### src/rtl/xgmii_pkg.sv
// Shared constants and FSM state type for the XGMII frame generator.
package xgmii_pkg;

    localparam logic [7:0]  XGMII_IDLE  = 8'h07;
    localparam logic [7:0]  XGMII_START = 8'hFB;
    localparam logic [7:0]  XGMII_TERM  = 8'hFD;
    localparam logic [7:0]  XGMII_ERROR = 8'hFE;
    localparam logic [7:0]  PREAMBLE    = 8'h55;
    localparam logic [7:0]  SFD         = 8'hD5;

    localparam logic [63:0] IDLE_WORD   = {8{XGMII_IDLE}};
    localparam logic [63:0] START_WORD  = {SFD, {6{PREAMBLE}}, XGMII_START};

    typedef enum logic [2:0] {
        ST_IDLE,
        ST_START,
        ST_PAYLOAD,
        ST_TERM,
        ST_IPG
    } state_e;

endpackage

### src/rtl/xgmii_frame_gen_if.sv
// XGMII TX data/control bus between the frame generator and the PCS encoder.
interface xgmii_frame_gen_if #(
    parameter int DATA_WIDTH = 64,
    parameter int CTRL_WIDTH = DATA_WIDTH / 8
);
    logic [DATA_WIDTH-1:0] xgmii_txd;
    logic [CTRL_WIDTH-1:0] xgmii_txc;

    modport master (output xgmii_txd, output xgmii_txc);
    modport slave  (input  xgmii_txd, input  xgmii_txc);
endinterface

### src/rtl/xgmii_term_word.sv
// Builds the terminate word: r trailing data bytes, then 0xFD, then idle fill.
module xgmii_term_word
    import xgmii_pkg::*;
(
    input  logic [2:0]  r,
    input  logic [7:0]  start_byte,
    input  logic        err,
    output logic [63:0] txd,
    output logic [7:0]  txc
);

    // Lanes below r carry the tail of the payload; an error replaces lane 0 only if it holds data
    always_comb begin
        txd = IDLE_WORD;
        txc = 8'hFF << r;
        for (int j = 0; j < 8; j++) begin
            if (3'(j) < r) begin
                txd[8*j +: 8] = start_byte + 8'(j);
            end else if (3'(j) == r) begin
                txd[8*j +: 8] = XGMII_TERM;
            end
        end
        if (err && (r != 3'd0)) begin
            txd[7:0] = XGMII_ERROR;
            txc[0]   = 1'b1;
        end
    end

endmodule

### src/rtl/xgmii_frame_gen.sv
// Deterministic XGMII frame generator: START, counting-byte payload, TERM, IPG.
module xgmii_frame_gen
    import xgmii_pkg::*;
#(
    parameter int DATA_WIDTH = 64,
    parameter int CTRL_WIDTH = DATA_WIDTH / 8
) (
    input  logic                tx_clk,
    input  logic                tx_rst_n,
    input  logic                enable,
    input  logic [10:0]         cfg_frame_len,
    input  logic [3:0]          cfg_ipg,
    input  logic [15:0]         cfg_frame_limit,
    input  logic                inject_err,
    xgmii_frame_gen_if.master   tx,
    output logic                busy,
    output logic                done,
    output logic [15:0]         frame_count
);

    state_e                 state_q, state_d;
    logic [7:0]             cnt_q, cnt_d;
    logic [10:0]            len_q, len_d;
    logic [3:0]             ipg_q, ipg_d;
    logic [15:0]            limit_q, limit_d;
    logic [DATA_WIDTH-1:0]  txd_q, txd_d;
    logic [CTRL_WIDTH-1:0]  txc_q, txc_d;
    logic                   busy_q, busy_d;
    logic                   done_q, done_d;
    logic [15:0]            frame_count_q, frame_count_d;
    logic                   err_q, err_d;

    logic [7:0]             words;
    logic [2:0]             rem;
    logic                   limit_hit;
    logic                   err_use;
    logic [7:0]             pay_base;
    logic [7:0]             term_base;
    logic [63:0]            term_txd;
    logic [7:0]             term_txc;

    assign words     = len_q[10:3];
    assign rem       = len_q[2:0];
    assign limit_hit = (limit_q != 16'd0) && (frame_count_q >= limit_q);
    assign pay_base  = frame_count_q[7:0] + {cnt_q[4:0], 3'b000};
    assign term_base = frame_count_q[7:0] + {len_q[7:3], 3'b000};

    xgmii_term_word u_term (
        .r          (rem),
        .start_byte (term_base),
        .err        (err_q),
        .txd        (term_txd),
        .txc        (term_txc)
    );

    // State, counters, latched config and registered outputs
    always_ff @(posedge tx_clk) begin
        if (!tx_rst_n) begin
            state_q       <= ST_IDLE;
            cnt_q         <= '0;
            len_q         <= 11'd1;
            ipg_q         <= 4'd1;
            limit_q       <= '0;
            txd_q         <= IDLE_WORD;
            txc_q         <= '1;
            busy_q        <= 1'b0;
            done_q        <= 1'b0;
            frame_count_q <= '0;
            err_q         <= 1'b0;
        end else begin
            state_q       <= state_d;
            cnt_q         <= cnt_d;
            len_q         <= len_d;
            ipg_q         <= ipg_d;
            limit_q       <= limit_d;
            txd_q         <= txd_d;
            txc_q         <= txc_d;
            busy_q        <= busy_d;
            done_q        <= done_d;
            frame_count_q <= frame_count_d;
            err_q         <= err_d;
        end
    end

    // Next state; config is captured whenever a frame is about to start
    always_comb begin
        state_d = state_q;
        cnt_d   = cnt_q;
        len_d   = len_q;
        ipg_d   = ipg_q;
        limit_d = limit_q;
        case (state_q)
            ST_IDLE: begin
                if (enable && !done_q) state_d = ST_START;
            end
            ST_START: begin
                cnt_d   = '0;
                state_d = (words != 8'd0) ? ST_PAYLOAD : ST_TERM;
            end
            ST_PAYLOAD: begin
                if (cnt_q == words - 8'd1) begin
                    cnt_d   = '0;
                    state_d = ST_TERM;
                end else begin
                    cnt_d = cnt_q + 8'd1;
                end
            end
            ST_TERM: begin
                cnt_d   = '0;
                state_d = ST_IPG;
            end
            ST_IPG: begin
                if (cnt_q == {4'd0, ipg_q} - 8'd1) begin
                    cnt_d   = '0;
                    state_d = (enable && !limit_hit) ? ST_START : ST_IDLE;
                end else begin
                    cnt_d = cnt_q + 8'd1;
                end
            end
            default: state_d = ST_IDLE;
        endcase
        if (state_d == ST_START) begin
            len_d   = (cfg_frame_len == 11'd0) ? 11'd1 : cfg_frame_len;
            ipg_d   = (cfg_ipg == 4'd0) ? 4'd1 : cfg_ipg;
            limit_d = cfg_frame_limit;
        end
    end

    // Word to register for the current state, plus status and error-flag bookkeeping
    always_comb begin
        txd_d         = IDLE_WORD;
        txc_d         = '1;
        busy_d        = (state_q != ST_IDLE);
        frame_count_d = frame_count_q;
        err_use       = 1'b0;
        case (state_q)
            ST_START: begin
                txd_d = START_WORD;
                txc_d = 8'h01;
            end
            ST_PAYLOAD: begin
                for (int j = 0; j < 8; j++) begin
                    txd_d[8*j +: 8] = pay_base + 8'(j);
                end
                txc_d = 8'h00;
                if (err_q) begin
                    txd_d[7:0] = XGMII_ERROR;
                    txc_d[0]   = 1'b1;
                    err_use    = 1'b1;
                end
            end
            ST_TERM: begin
                txd_d         = term_txd;
                txc_d         = term_txc;
                frame_count_d = frame_count_q + 16'd1;
                err_use       = err_q && (rem != 3'd0);
            end
            default: ;
        endcase
        err_d  = err_q ? !err_use : inject_err;
        done_d = done_q;
        if ((state_q == ST_IPG) && limit_hit) done_d = 1'b1;
        if (!enable) done_d = 1'b0;
    end

    assign tx.xgmii_txd = txd_q;
    assign tx.xgmii_txc = txc_q;
    assign busy         = busy_q;
    assign done         = done_q;
    assign frame_count  = frame_count_q;

endmodule

### src/flat_wrapper.sv
// flat-port wrapper written by rule: the top's interface ports become plain ports
module xgmii_frame_gen_flat import xgmii_pkg::*;
#(
    parameter int DATA_WIDTH = 64,
    parameter int CTRL_WIDTH = DATA_WIDTH / 8
)
  (tx_clk, tx_rst_n, enable, cfg_frame_len, cfg_ipg, cfg_frame_limit, inject_err, busy, done, frame_count, tx_xgmii_txd, tx_xgmii_txc);
  xgmii_frame_gen_if #(.DATA_WIDTH(DATA_WIDTH), .CTRL_WIDTH(CTRL_WIDTH)) tx_i ();
  input  logic tx_clk;
  input  logic tx_rst_n;
  input  logic enable;
  input  logic [10:0] cfg_frame_len;
  input  logic [3:0] cfg_ipg;
  input  logic [15:0] cfg_frame_limit;
  input  logic inject_err;
  output logic busy;
  output logic done;
  output logic [15:0] frame_count;
  output wire logic [$bits(tx_i.xgmii_txd)-1:0] tx_xgmii_txd;
  output wire logic [$bits(tx_i.xgmii_txc)-1:0] tx_xgmii_txc;
  assign tx_xgmii_txd = tx_i.xgmii_txd;
  assign tx_xgmii_txc = tx_i.xgmii_txc;
  xgmii_frame_gen #(.DATA_WIDTH(DATA_WIDTH), .CTRL_WIDTH(CTRL_WIDTH)) u_core (.tx_clk(tx_clk), .tx_rst_n(tx_rst_n), .enable(enable), .cfg_frame_len(cfg_frame_len), .cfg_ipg(cfg_ipg), .cfg_frame_limit(cfg_frame_limit), .inject_err(inject_err), .tx(tx_i), .busy(busy), .done(done), .frame_count(frame_count));
endmodule
### config.mk
export PLATFORM = sky130hd
export DESIGN_NAME = xgmii_frame_gen_flat
export DESIGN_NICKNAME = d
export VERILOG_FILES = /design/src/rtl/xgmii_pkg.sv /design/src/rtl/xgmii_frame_gen_if.sv /design/src/rtl/xgmii_term_word.sv /design/src/rtl/xgmii_frame_gen.sv /design/src/flat_wrapper.sv
export SDC_FILE = /design/constraint.sdc
export NUM_CORES = 1
export LEC_CHECK = 0
export CAP_MARGIN = 20
export CORE_MARGIN = 5
export CORE_UTILIZATION = 54
export CTS_CLUSTER_SIZE = 24
export DETAILED_ROUTE_END_ITERATION = 8
export PLACE_DENSITY = 0.81
export SLEW_MARGIN = 20
export SYNTH_ARGS = -nofsm -noshare
export SYNTH_HDL_FRONTEND = slang
export SYNTH_SLANG_ARGS = --single-unit
### constraint.sdc
create_clock -name tx_clk -period 3.6 [get_ports tx_clk]
set_clock_uncertainty 0.1 [all_clocks]
set_input_delay 0.36 -clock tx_clk [delete_from_list [all_inputs] [get_ports tx_clk]]
set_output_delay 0.36 -clock tx_clk [all_outputs]
set_load 0.03 [all_outputs]
# Yosys cells after proc, flatten, opt, wreduce, memory -nomap -nowiden
# Cells that the tools add are included.
classes:
  n_addsub: 20
  n_lt_le_gt_ge: 9
  n_eq_ne: 14
  shift: 1
  mux: 35
  n_reduce_logical: 19
op_table:
  columns: ["cell", "count"]
  rows:
  - ["64-bit case mux with 3 select lines", 1]
  - ["8-bit two-way mux", 20]
  - ["8-bit by 3-bit adder with 8-bit output (second input constant)", 8]
  - ["8-bit case mux with 3 select lines", 2]
  - ["8-bit by 2-bit adder with 8-bit output (second input constant)", 4]
  - ["8-bit by 1-bit adder with 8-bit output (second input constant)", 3]
  - ["16-bit by 1-bit adder with 16-bit output (second input constant)", 1]
  - ["8-bit adder", 2]
  - ["8-bit == test", 2]
  - ["16-bit greater-or-equal comparator", 1]
  - ["16-bit nonzero test", 1]
  - ["3-bit case mux with 5 select lines", 1]
  - ["3-bit == test (first input constant)", 4]
  - ["3-bit < comparator (first input constant)", 4]
  - ["11-bit logical NOT", 1]
  - ["11-bit two-way mux", 1]
  - ["3-bit two-way mux", 3]
  - ["3-bit nonzero test", 3]
  - ["8-bit nonzero test", 1]
  - ["8-bit by 3-bit left shift with 8-bit output (first input constant)", 1]
  - ["8-bit by 1-bit subtractor with 8-bit output (second input constant)", 1]
  - ["2-bit by 3-bit == test with 1-bit output (first input constant)", 2]
  - ["3-bit by 1-bit == test with 1-bit output (second input constant)", 2]
  - ["3-bit by 2-bit == test with 1-bit output (second input constant)", 2]
  - ["other kinds (14)", 27]
word_totals:
  regBits: 133
  input_bits: 35
  output_inout_bits: 90

# Longest topological paths before layout
# Gate-level depths: netlist (run 1).
depth:
  depth_word: 8
  mapped_depth: 10

# Modules after synthesis
# A second synthesis (run 1) with hierarchy kept.
unflattened:
  cells_unflattened: 969
  area_unflattened_um2: 7816.2
by_module_without_submodules:
  columns: ["module", "instances", "cells_each", "area_each_um2", "seq_area_each_um2"]
  rows:
  - ["xgmii_frame_gen", 1, 801, 6784.0, 2662.6]
  - ["xgmii_term_word", 1, 168, 1032.2, 0.0]

# Worst setup path after synthesis (run 1)
# No wires, ideal clock.
synth_path:
  path_type: "reg2reg"
  startpoint: "register u_core.frame_count_q[0], in the netlist u_core.frame_count[0]"
  endpoint: "register u_core.len_q[1]"
  setup_time_ns: 0.072
  t_arrival_ns: 2.761
  required_ns: 3.428
  slack_ns: 0.667
  stages_incl_launch_ff: 11
  n_path_buf: 2
  synth_period_minus_slack_ns: 2.933
  cell_sequence: "dfxtp_1 > clkbuf_1 > inv_1 > ha_1 > nand2b_1 > a2111oi_0 > a2111oi_0 > o311a_1 > nor2_4 > buf_12 > mux2i_1"
synth_via:
  elab_chain_len: 8
synth_rtl:
  columns: ["element", "line_no", "source"]
  rows:
  - ["start: declaration", "xgmii_frame_gen.sv:30", "logic [15:0] frame_count_q, frame_count_d;"]
  - ["start signal: assignment", "xgmii_frame_gen.sv:80", "frame_count_q <= frame_count_d;"]
  - ["16-bit greater-or-equal comparator", "xgmii_frame_gen.sv:44", "assign limit_hit = (limit_q != 16'd0) && (frame_count_q >= limit_q);"]
  - ["1-bit logical AND", "xgmii_frame_gen.sv:44", null]
  - ["1-bit logical NOT", "xgmii_frame_gen.sv:115", "state_d = (enable && !limit_hit) ? ST_START : ST_IDLE;"]
  - ["1-bit logical AND", "xgmii_frame_gen.sv:115", null]
  - ["1-bit two-way mux", "xgmii_frame_gen.sv:115", null]
  - ["3-bit two-way mux", "xgmii_frame_gen.sv:113", "if (cnt_q == {4'd0, ipg_q} - 8'd1) begin"]
  - ["3-bit case mux with 5 select lines", "xgmii_frame_gen.sv:92", "case (state_q)"]
  - ["3-bit by 1-bit == test with 1-bit output", "xgmii_frame_gen.sv:122", "if (state_d == ST_START) begin"]
  - ["end signal: assignment", "xgmii_frame_gen.sv:73", "len_q <= len_d;"]
  - ["end: declaration", "xgmii_frame_gen.sv:23", "logic [10:0] len_q, len_d;"]
# No other way between the ends.
# A chain may end at the register's enable or synchronous reset.

# Final worst setup path (run 1)
layout_path:
  startpoint: "register u_core.frame_count_q[4], in the netlist u_core.frame_count[4]"
  endpoint: "register u_core.txd_q[30], in the netlist u_core.tx.xgmii_txd[30]"
layout_via:
  elab_chain_len: 4
  word_cells_on_any_way: 6
  cone_classes: "add/sub (4); mux (2)"
layout_rtl:
  columns: ["element", "line_no", "source"]
  rows:
  - ["8-bit adder", "xgmii_frame_gen.sv:46", "assign term_base = frame_count_q[7:0] + {len_q[7:3], 3'b000};"]
  - ["8-bit by 2-bit adder with 8-bit output", "xgmii_term_word.sv:18", "txd[8*j +: 8] = start_byte + 8'(j);"]
  - ["8-bit two-way mux", "xgmii_term_word.sv:17", "if (3'(j) < r) begin"]
  - ["64-bit case mux with 3 select lines (*)", "xgmii_frame_gen.sv:136", "case (state_q)"]
  - ["end signal: assignment", "xgmii_frame_gen.sv:76", "txd_q <= txd_d;"]
  - ["end: declaration", "xgmii_frame_gen.sv:26", "logic [DATA_WIDTH-1:0] txd_q, txd_d;"]
# Mark *: on every way between the ends. The rest lies on a longest branch, timed or not.

==> results of run 1 <==
how the worst max path moves through the flow:
stage / from / to / slack (ps) / cells past startpoint
after global routing: u_core.frame_count[3] / u_core.tx.xgmii_txd[31] / 480 / 8
final: u_core.frame_count[4] / u_core.tx.xgmii_txd[30] / 710 / 7
after CTS: u_core.frame_count[3] / u_core.tx.xgmii_txd[47] / 710 / 9
after detailed placement: u_core.frame_count[3] / u_core.tx.xgmii_txd[47] / 730 / 9
after global placement: u_core.frame_count[4] / u_core.tx.xgmii_txd[30] / 790 / 7
after floorplan: u_core.frame_count[0] / u_core.len_q[1] / 670 / 10
metrics by stage:
| step | utilization (%) | std cells | power (mW) | cell area, sq um |
|---|---|---|---|---|
| after floorplan | - | 897 | 3.40 | 7430 |
| after global placement | 65.5 | 1162 | 3.86 | 8750 |
| after detailed placement | 65.5 | 1162 | 3.91 | 8750 |
| after CTS | 69.9 | 1194 | 5.64 | 9330 |
| after global routing | 69.9 | 1194 | 5.93 | 9330 |
| final | 69.9 | 1194 | 5.67 | 9330 |
report_power, final:
| group | leakage [nW] | switching [mW] | internal [mW] | total (mW) |
|---|---|---|---|---|
| registers | 1.08 | 0.242 | 1.68 | 1.92 |
| logic | 2.20 | 1.19 | 0.813 | 2.01 |
| clock network | 0.289 | 0.752 | 0.984 | 1.74 |
| total | 3.57 | 2.19 | 3.48 | 5.67 |
cells in the mapped netlist, drive strengths merged (17+ instances only):
master,count
nand3,25
nor2,80
mux2i,30
o21ai,48
ha,38
nand2,129
clkbuf,39
buf,17
dfxtp,133
xor2,34
a21oi,71
xnor2,62
inv,34
metal layers:
layer / wire length [um] / global-route usage (%) / vias up
met2: 10000 / 42.8 / 356
li1: - / - / 3327
met3: 1880 / 5.80 / 66
met1: 9060 / 34.4 / 3248
met4: 814 / 12.5 / 0
met5: 0 / 0 / -
critical path, cell delays in order, from the launching register on:
cell and delay, ps:
dfxtp_1 620, ha_1 310, a21o_1 170, a21oi_2 220, xor2_1 750, xnor2_1 190
a21oi_1 80, o31a_1 320
logic make-up after synthesis:
family                   after synthesis
XOR/XNOR                              96
flip-flops                           133
adder cells (fa/ha/maj)               40
AND/OR/NAND/NOR                      321
AO/OA/AOI/OAI                        186
buffers and inverters                 91
multiplexers                          30
area by class of cell:
cell class / instances / area (sq um) / share of cell area [%]
clock buffers: 17 / 425 / 4.56
clock inverters: 15 / 160 / 1.72
inverters: 35 / 131 / 1.41
multi-input cells: 673 / 4340 / 46.5
flip-flops and latches: 133 / 2660 / 28.5
well taps: 176 / 220 / 2.36
repair buffers: 145 / 1390 / 14.9
flip-flops by register name, indices dropped and copies added (netlist names):
name / cells
u_core.len_q: 11
u_core.cnt_q: 8
u_core.err_q: 1
u_core.tx.xgmii_txc: 8
u_core.ipg_q: 4
u_core.busy: 1
u_core.done: 1
u_core.limit_q: 16
u_core.state_q: 3
u_core.tx.xgmii_txd: 64
u_core.frame_count: 16
==> reports/qor.csv, run 1 <==
metric,value,unit
outcome,"finished, final reports clean",
synth_compound_area_share,15.2,%
worstRegToRegCells,7,
arrival,3100,ps
startpoint_type,flop,
ys_types,71,
clk_pin_slew,70,ps
r2r-end,u_core.tx.xgmii_txd[30],
maxCapViolCount,0,
relSlewSlack,36.1,%
p_per_area,607,nW/um^2
cts_setup_buffers,0,
post_cts_resized,0,
grt_max_degree,69,
r2r_setup_slack,710,ps
die_area,16200,sq um
syn_area,7430,sq um
ys_async_sr_fraction,0,%
muxShareOfSynthArea,4.04,%
vias_per_cell,5.86,
cts_sinks,133,
first_global_vias,6567,
final_cell_mix,"dfxtp_1 (133), nand2_1 (129), clkdlybuf4s50_1 (123)",
fin_tns_setup,0,ps
setup_viol,0,
hold_depth,2,
grt_pass1_wl,34400,um
final_nets,1080,
rsz0062_at_grt,no,
timing.rr.start,u_core.frame_count[4],
hp-start,u_core.limit_q[9],
power_leakage,3.57,nW
chipHeight,127,um
cp_max_fo,11,
ant_nets,0,
vias,6997,
worst_pin_slew,949,ps
overflow,0,
post-route-period-util,80.2,%
ys.flop_type,dfxtp_1,
drv_slew,0,
antenna_found_initial,0,
cts_buffer_depth,2,
synth_xor_area_share,11.4,%
area_growth,25.6,%
die_w,127,um
drc,0,
critPathKind,reg2reg,
yosysTopAreaCell,dfxtp_1,
synth-adder-area-share,6.94,%
nFillCells,1101,
finalHoldWorstSlack,376,ps
cp.required,3820,ps
cts_made_buffers,17,
finalHoldViolations,0,
dpl.hpwl,15700,um
holdBufCountCts,0,
antenna_cells,0,
synthesis.instances,897,
synthTopCellsByArea,"dfxtp_1 (36%), xnor2_1 (7.2%), nand2_1 (6.5%)",
drt-total-wl,21800,um
post_drt_wl_per_cell,18.2,um
cp-end-kind,flop,
start_util,55.7,%
drive_gt1_share,7.17,%
num_io_pins,125,
ys_seq_area_share,35.8,%
place_ws,729,ps
syn_nets,972,
grt.total_usage,26.7,%
worstSkewPairLatency,430,ps
rows,42,
synthSimpleGateAreaFrac,20.7,%
ir_drop,0.000406,V
hold_path_end,u_core.limit_q[9],
synth_top_family_by_area,simple AND/OR/NAND/NOR gates,
dr.pass1.iters,5,
tritoncts,yes,
final_common_cell,dfxtp_1,
synth.avg_cell_area,8.28,sq um
synth_enable_flop_cells,0,
clockRootBuffer,clkbuf_16,
fmax,0.346,GHz
min_path_type,reg2reg,
yosys.area.top_type_share,35.8,%
min_period,2890,ps
portBuffers,124,
drtIter0Drc,691,
synth_warnings,0,
htree_levels,4,
core-area,13300,sq um
gp_congestion,0.991,
ys_seq_elements,133,
finalWorstSetupSlack,713,ps
Note: power is estimated with default switching activity, not from simulation.
==> inputs of run 2 (changes only) <==
==> constraint.sdc (replaced) <==
create_clock -name tx_clk -period 2.7 [get_ports tx_clk]
set_clock_uncertainty 0.1 [all_clocks]
set_input_delay 0.27 -clock tx_clk [delete_from_list [all_inputs] [get_ports tx_clk]]
set_output_delay 0.27 -clock tx_clk [all_outputs]
set_load 0.03 [all_outputs]
==> run 2 against run 1 <==
Compared with the run above:
- routed wire length is 2.3% higher
- fmax is 11% higher
- core utilization is 3.6 points higher
- critical endpoint unchanged
- register-to-register slack worse by 620 ps
- largest cell class unchanged
- die area stayed put
- sequential share of layout area is 1.3 points lower
- design area is 5.1% higher
- sequential cell count stayed put
- final cell count is 3.9% higher
==> reports/qor.csv, run 2 (same netlist as run 1, synthesis figures left out) <==
metric,value,unit,change
overflow,0,,unchanged
finalHoldViolations,0,,unchanged
fmax,0.383,GHz,+11%
area_growth,32.0,%,
tritoncts,yes,,
min_path_type,in2reg,,
p_per_area,810,nW/um^2,+33%
critPathKind,reg2reg,,
critPathSlowestCell,fa_1,,
grt_pass1_wl,35700,um,+3.7%
clockRootBuffer,clkbuf_16,,
core-area,13300,sq um,unchanged
finish.utilization,73.5,%,+3.6 points
nFillCells,1002,,-9.0%
chipHeight,127,um,unchanged
antenna_found_initial,0,,unchanged
cts_made_buffers,17,,unchanged
worst-path-buf-inv,1,,+1
largest_reg_flops,64,,unchanged
grt.total_usage,27.5,%,+0.75 points
drtIter0Drc,641,,-7.2%
final_common_cell,dfxtp_1,,
drc,0,,unchanged
dpl.hpwl,16200,um,+2.8%
die_area,16200,sq um,unchanged
final_cell_mix,"dfxtp_1 (130), nand2_1 (129), clkdlybuf4s50_1 (123)",,
finalWorstSetupSlack,92.4,ps,-621 ps
cp-end-kind,flop,,
worst_pin_slew,737,ps,-212 ps
post-route-period-util,96.6,%,+16 points
num_io_pins,125,,unchanged
worstSkewPairLatency,430,ps,about the same
drv_slew,0,,unchanged
post_drt_wl_per_cell,18.0,um,-1.5%
cts_sinks,133,,unchanged
holdBufCountCts,0,,unchanged
cp.required,2960,ps,-860 ps
finalHoldWorstSlack,171,ps,-205 ps
vias,7221,,+3.2%
die_w,127,um,unchanged
maxCapViolCount,0,,unchanged
power_leakage,3.85,nW,+7.8%
cp_max_fo,6,,-5
clk_pin_slew,60,ps,about the same
crit_chain,"buf_4, ha_1, fa_1, xor2_1, and2_2, nand2_1, or3_1, a21oi_1, o31a_1",,
fin_tns_setup,0,ps,unchanged
cp_top_family,simple AND/OR/NAND/NOR gates,,
startpoint_type,flop,,
htree_levels,4,,unchanged
setup_viol,0,,unchanged
drt-total-wl,22300,um,+2.3%
vias_per_cell,5.82,,-0.63%
total_power,7.94,mW,+40%
place_ws,96.9,ps,-632 ps
cts_buffer_depth,2,,unchanged
grt_max_degree,69,,unchanged
gp_congestion,0.952,,-4.0%
antenna_cells,0,,unchanged
dr.pass1.iters,8,,+3
portBuffers,124,,unchanged
start_util,55.7,%,unchanged
ant_nets,0,,unchanged
min_period,2610,ps,-279 ps
rows,42,,unchanged
relSlewSlack,50.7,%,+15 points
first_global_vias,6894,,+5.0%
drive_gt1_share,12.1,%,+5.0 points
outcome,"finished, final reports clean",,
ir_drop,0.000635,V,+56%
slowest_delay,440,ps,-310 ps
final_nets,1126,,+4.3%
arrival,2870,ps,-230 ps
==> run 2: cell types whose count changed in the layout (fill, tap and decap cells not counted), sizes merged <==
cell      before  now
clkinvlp       1    0
bufinv         1    3
buf           22   68
clkinv         4    3
inv           44   42
clkbuf        17   19
==> run 2: worst register-to-register path: stages (launching register included) <==
cell     delay, ps
dfxtp_2        320
buf_4          160
ha_1           230
fa_1           440
xor2_1         300
and2_2         270
nand2_1        100
or3_1          350
a21oi_1        130
o31a_1         140
==> run 2: metrics by stage <==
stage | area, sq um | instances
2_1_floorplan | 7440 | 897
3_3_place_gp | 9100 | 1205
3_5_place_dp | 9100 | 1205
4_1_cts | 9730 | 1237
5_1_grt | 9810 | 1240
6_report | 9810 | 1240
==> run 2: routing by layer <==
layer  wire length (um)  up-vias  share of wire, %  track usage, %
met5                  0        -                 0               0
met4                714        0               3.2            11.5
met3               1970       81               8.8            5.72
met2              10600      409                47            45.4
met1               9040     3333                41            34.8
li1                   -     3398                 -               -
==> run 2: power breakdown <==
| group | switching [mW] | total, mW | internal [mW] |
|---|---|---|---|
| Sequential | 0.304 | 2.55 | 2.24 |
| Combinational | 1.66 | 2.95 | 1.29 |
| Clock | 0.939 | 2.45 | 1.51 |
| Total | 2.90 | 7.94 | 5.04 |
==> run 2: worst paths after layout <==
kind | from | to | slack, ps | cells after the start
worst max register to register | u_core.frame_count[3] | u_core.tx.xgmii_txd[30] | 90 | 9
worst max-delay path | u_core.frame_count[3] | u_core.tx.xgmii_txd[30] | 90 | 9
worst min register to register | u_core.limit_q[14] | u_core.limit_q[14] | 370 | 2
worst min-delay path | tx_rst_n | u_core.err_q | 170 | 3
==> run 2: final cells by class <==
class,instances,area [sq um],share of cell area (%)
tap,176,220,2.25
clock buffer,19,443,4.52
timing repair buffer,191,1780,18.1
inverter,35,131,1.34
multi-input combinational,673,4380,44.7
clock inverter,13,183,1.86
sequential,133,2670,27.2
==> run 2: repair_timing <==
item / 4_1_cts / 5_1_grt
setup buffers: 0 / 3
endpoints found under the setup margin: 0 / 26
gates resized for setup: 0 / 9
==> inputs of run 3 (changes only) <==
--- a/config.mk
+++ b/config.mk
@@ -10,6 +10,7 @@
 export CORE_UTILIZATION = 54
 export CTS_CLUSTER_SIZE = 24
 export DETAILED_ROUTE_END_ITERATION = 8
+export GPL_TIMING_DRIVEN = 0
 export PLACE_DENSITY = 0.81
 export SLEW_MARGIN = 20
 export SYNTH_ARGS = -nofsm -noshare
==> run 3 against run 2 <==
Compared with the run above:
- final cell count about the same
- count of clock-buffer cells in the layout decreased by 1
- via count increased by 2.3%
- setup slack got worse by 66 ps
- critical path depth decreased by 1
- highest routed layer unchanged
==> reports/qor.csv, run 3 (same netlist as run 1, synthesis figures left out) <==
metric,value,unit,change
outcome,"finished, final reports clean",,
dr.pass1.iters,5,,-3
post_drt_wl_per_cell,19.0,um,+5.7%
p_per_area,813,nW/um^2,+0.40%
largest_reg_flops,64,,unchanged
drt-total-wl,23600,um,+5.8%
holdBufCountCts,0,,unchanged
timing.rr.start,u_core.frame_count[3],,
p_switching,3.02,mW,+4.2%
startpoint_type,flop,,
total_power,8.02,mW,+1.0%
ir_drop,0.000584,V,-8.1%
hold_path_end,u_core.limit_q[4],,
cp.required,2880,ps,-80 ps
fin_cells,1241,,+0.081%
r2r_setup_slack,30,ps,-70 ps
drive_gt1_share,11.7,%,-0.39 points
antenna_found_initial,0,,unchanged
grt_max_degree,17,,-75%
r2r-end,u_core.tx.xgmii_txd[55],,
chipHeight,127,um,unchanged
num_io_pins,125,,unchanged
ant_nets,0,,unchanged
relSlewSlack,23.5,%,-27 points
postLayoutCellArea,9870,sq um,+0.63%
rsz0062_at_grt,yes,,
maxCapViolCount,0,,unchanged
cts_buffer_depth,2,,unchanged
finalHoldViolations,0,,unchanged
place_ws,-434,ps,-531 ps
start_util,55.7,%,unchanged
finalWorstSetupSlack,26.2,ps,-66.2 ps
dpl_cell_area,8890,sq um,-2.3%
die_area,16200,sq um,unchanged
die_w,127,um,unchanged
cp-end-kind,flop,,
hp-start,cfg_frame_limit[4],,
first_global_vias,7186,,+4.2%
arrival,2850,ps,-20 ps
min_period,2670,ps,+66.2 ps
hold_depth,3,,unchanged
dpl.hpwl,16800,um,+3.7%
drv_slew,0,,unchanged
finalHoldWorstSlack,284,ps,+113 ps
cts_made_buffers,17,,unchanged
worstRegToRegCells,8,,-1
gp_congestion,0.993,,+4.4%
worstSkewPairLatency,440,ps,about the same
finish.utilization,73.9,%,+0.46 points
htree_levels,4,,unchanged
critPathKind,reg2reg,,
seq_power_share,30.8,%,-1.3 points
cts_sinks,133,,unchanged
nFillCells,986,,-1.6%
post-route-period-util,99.0,%,+2.5 points
setup_viol,0,,unchanged
tritoncts,yes,,
cp_max_fo,8,,+2
rows,42,,unchanged
grt_pass1_wl,37000,um,+3.6%
switching_share,37.7,%,+1.2 points
vias_per_cell,5.95,,+2.2%
dp_cells,1196,,-0.75%
final_common_cell,nand2_1,,
multi_input_area,4570,sq um,+4.2%
final_cell_mix,"nand2_1 (128), dfxtp_1 (124), clkdlybuf4s50_1 (123)",,
seq_area,2680,sq um,+0.47%
overflow,0,,unchanged
final_nets,1127,,+0.089%
clockRootBuffer,clkbuf_16,,
portBuffers,123,,-0.81%
drtIter0Drc,677,,+5.6%
fin_tns_setup,0,ps,unchanged
p_comb_share,41.9,%,+4.8 points
worst_pin_slew,1140,ps,+403 ps
p_int,5.00,mW,-0.81%
vias,7384,,+2.3%
area_growth,32.8,%,
antenna_cells,0,,unchanged
core-area,13300,sq um,unchanged
grt.total_usage,28.6,%,+1.1 points
clockPowerShare,27.3,%,-3.5 points
drc,0,,unchanged
clk_pin_slew,70,ps,about the same
min_path_type,in2reg,,
fmax,0.374,GHz,-2.5%
power_leakage,3.77,nW,-2.2%
## run 3: changes by cell type in the layout (fill, tap and decap cells not counted), sizes merged
| cell | before | now |
|---|---|---|
| clkbuf | 19 | 58 |
| buf | 68 | 28 |
| bufinv | 3 | 1 |
| bufbuf | 0 | 1 |
| clkinv | 3 | 8 |
| inv | 42 | 37 |
| clkinvlp | 0 | 3 |
## run 3: worst max-delay path by stage
stage	start	endpoint	slack, ps
floorplan	u_core.frame_count[0]	u_core.len_q[1]	50
global placement	u_core.len_q[3]	u_core.tx.xgmii_txd[47]	-420
detailed placement	u_core.len_q[3]	u_core.tx.xgmii_txd[47]	-430
CTS	u_core.frame_count[3]	u_core.tx.xgmii_txd[47]	-30
global route	u_core.frame_count[3]	u_core.tx.xgmii_txd[47]	-60
finish	u_core.frame_count[3]	u_core.tx.xgmii_txd[55]	30
## run 3: repair_timing
action | in CTS | in global routing
setup endpoints to repair | 53 | 53
hold endpoints to repair | 0 | 0
setup buffers | 6 | 7
pin swaps | 3 | 10
gates resized for setup | 38 | 29
cloned | 1 | 1
## run 3: worst max-delay path, cell delays in order, from the launching register on
cell     delay [ps]
dfxtp_4         380
ha_2            210
fa_2            420
a21o_1          220
a21oi_4         260
xnor2_4         140
or4_4           510
a21oi_2         140
o32ai_2         120
## run 3: area by class of cell
class                   count  share of cell area, %
plain buffers              54                   3.09
clock buffers              18                   4.35
clock inverters            14                   1.31
inverters                  35                   1.37
multi-input cells         673                   46.3
flip-flops and latches    133                   27.2
well taps                 176                   2.23
repair buffers            138                   14.2
## run 3: per-layer routing
metal / GRT usage [%] / vias to the layer above / wire (um)
met5: 0 / - / 0
met4: 14.0 / 0 / 837
met3: 6.34 / 74 / 2110
met2: 47.0 / 430 / 11200
met1: 35.5 / 3468 / 9470
li1: - / 3412 / -
## run 3: power groups by stage
stage / combinational [mW] / sequential [mW] / clock [mW]
6_report: 3.36 / 2.47 / 2.19
5_1_grt: 3.59 / 2.51 / 2.28
4_1_cts: 3.11 / 2.46 / 2.19
3_5_place_dp: 2.84 / 2.50 / 0
3_3_place_gp: 2.80 / 2.49 / 0
2_1_floorplan: 1.89 / 2.64 / 0
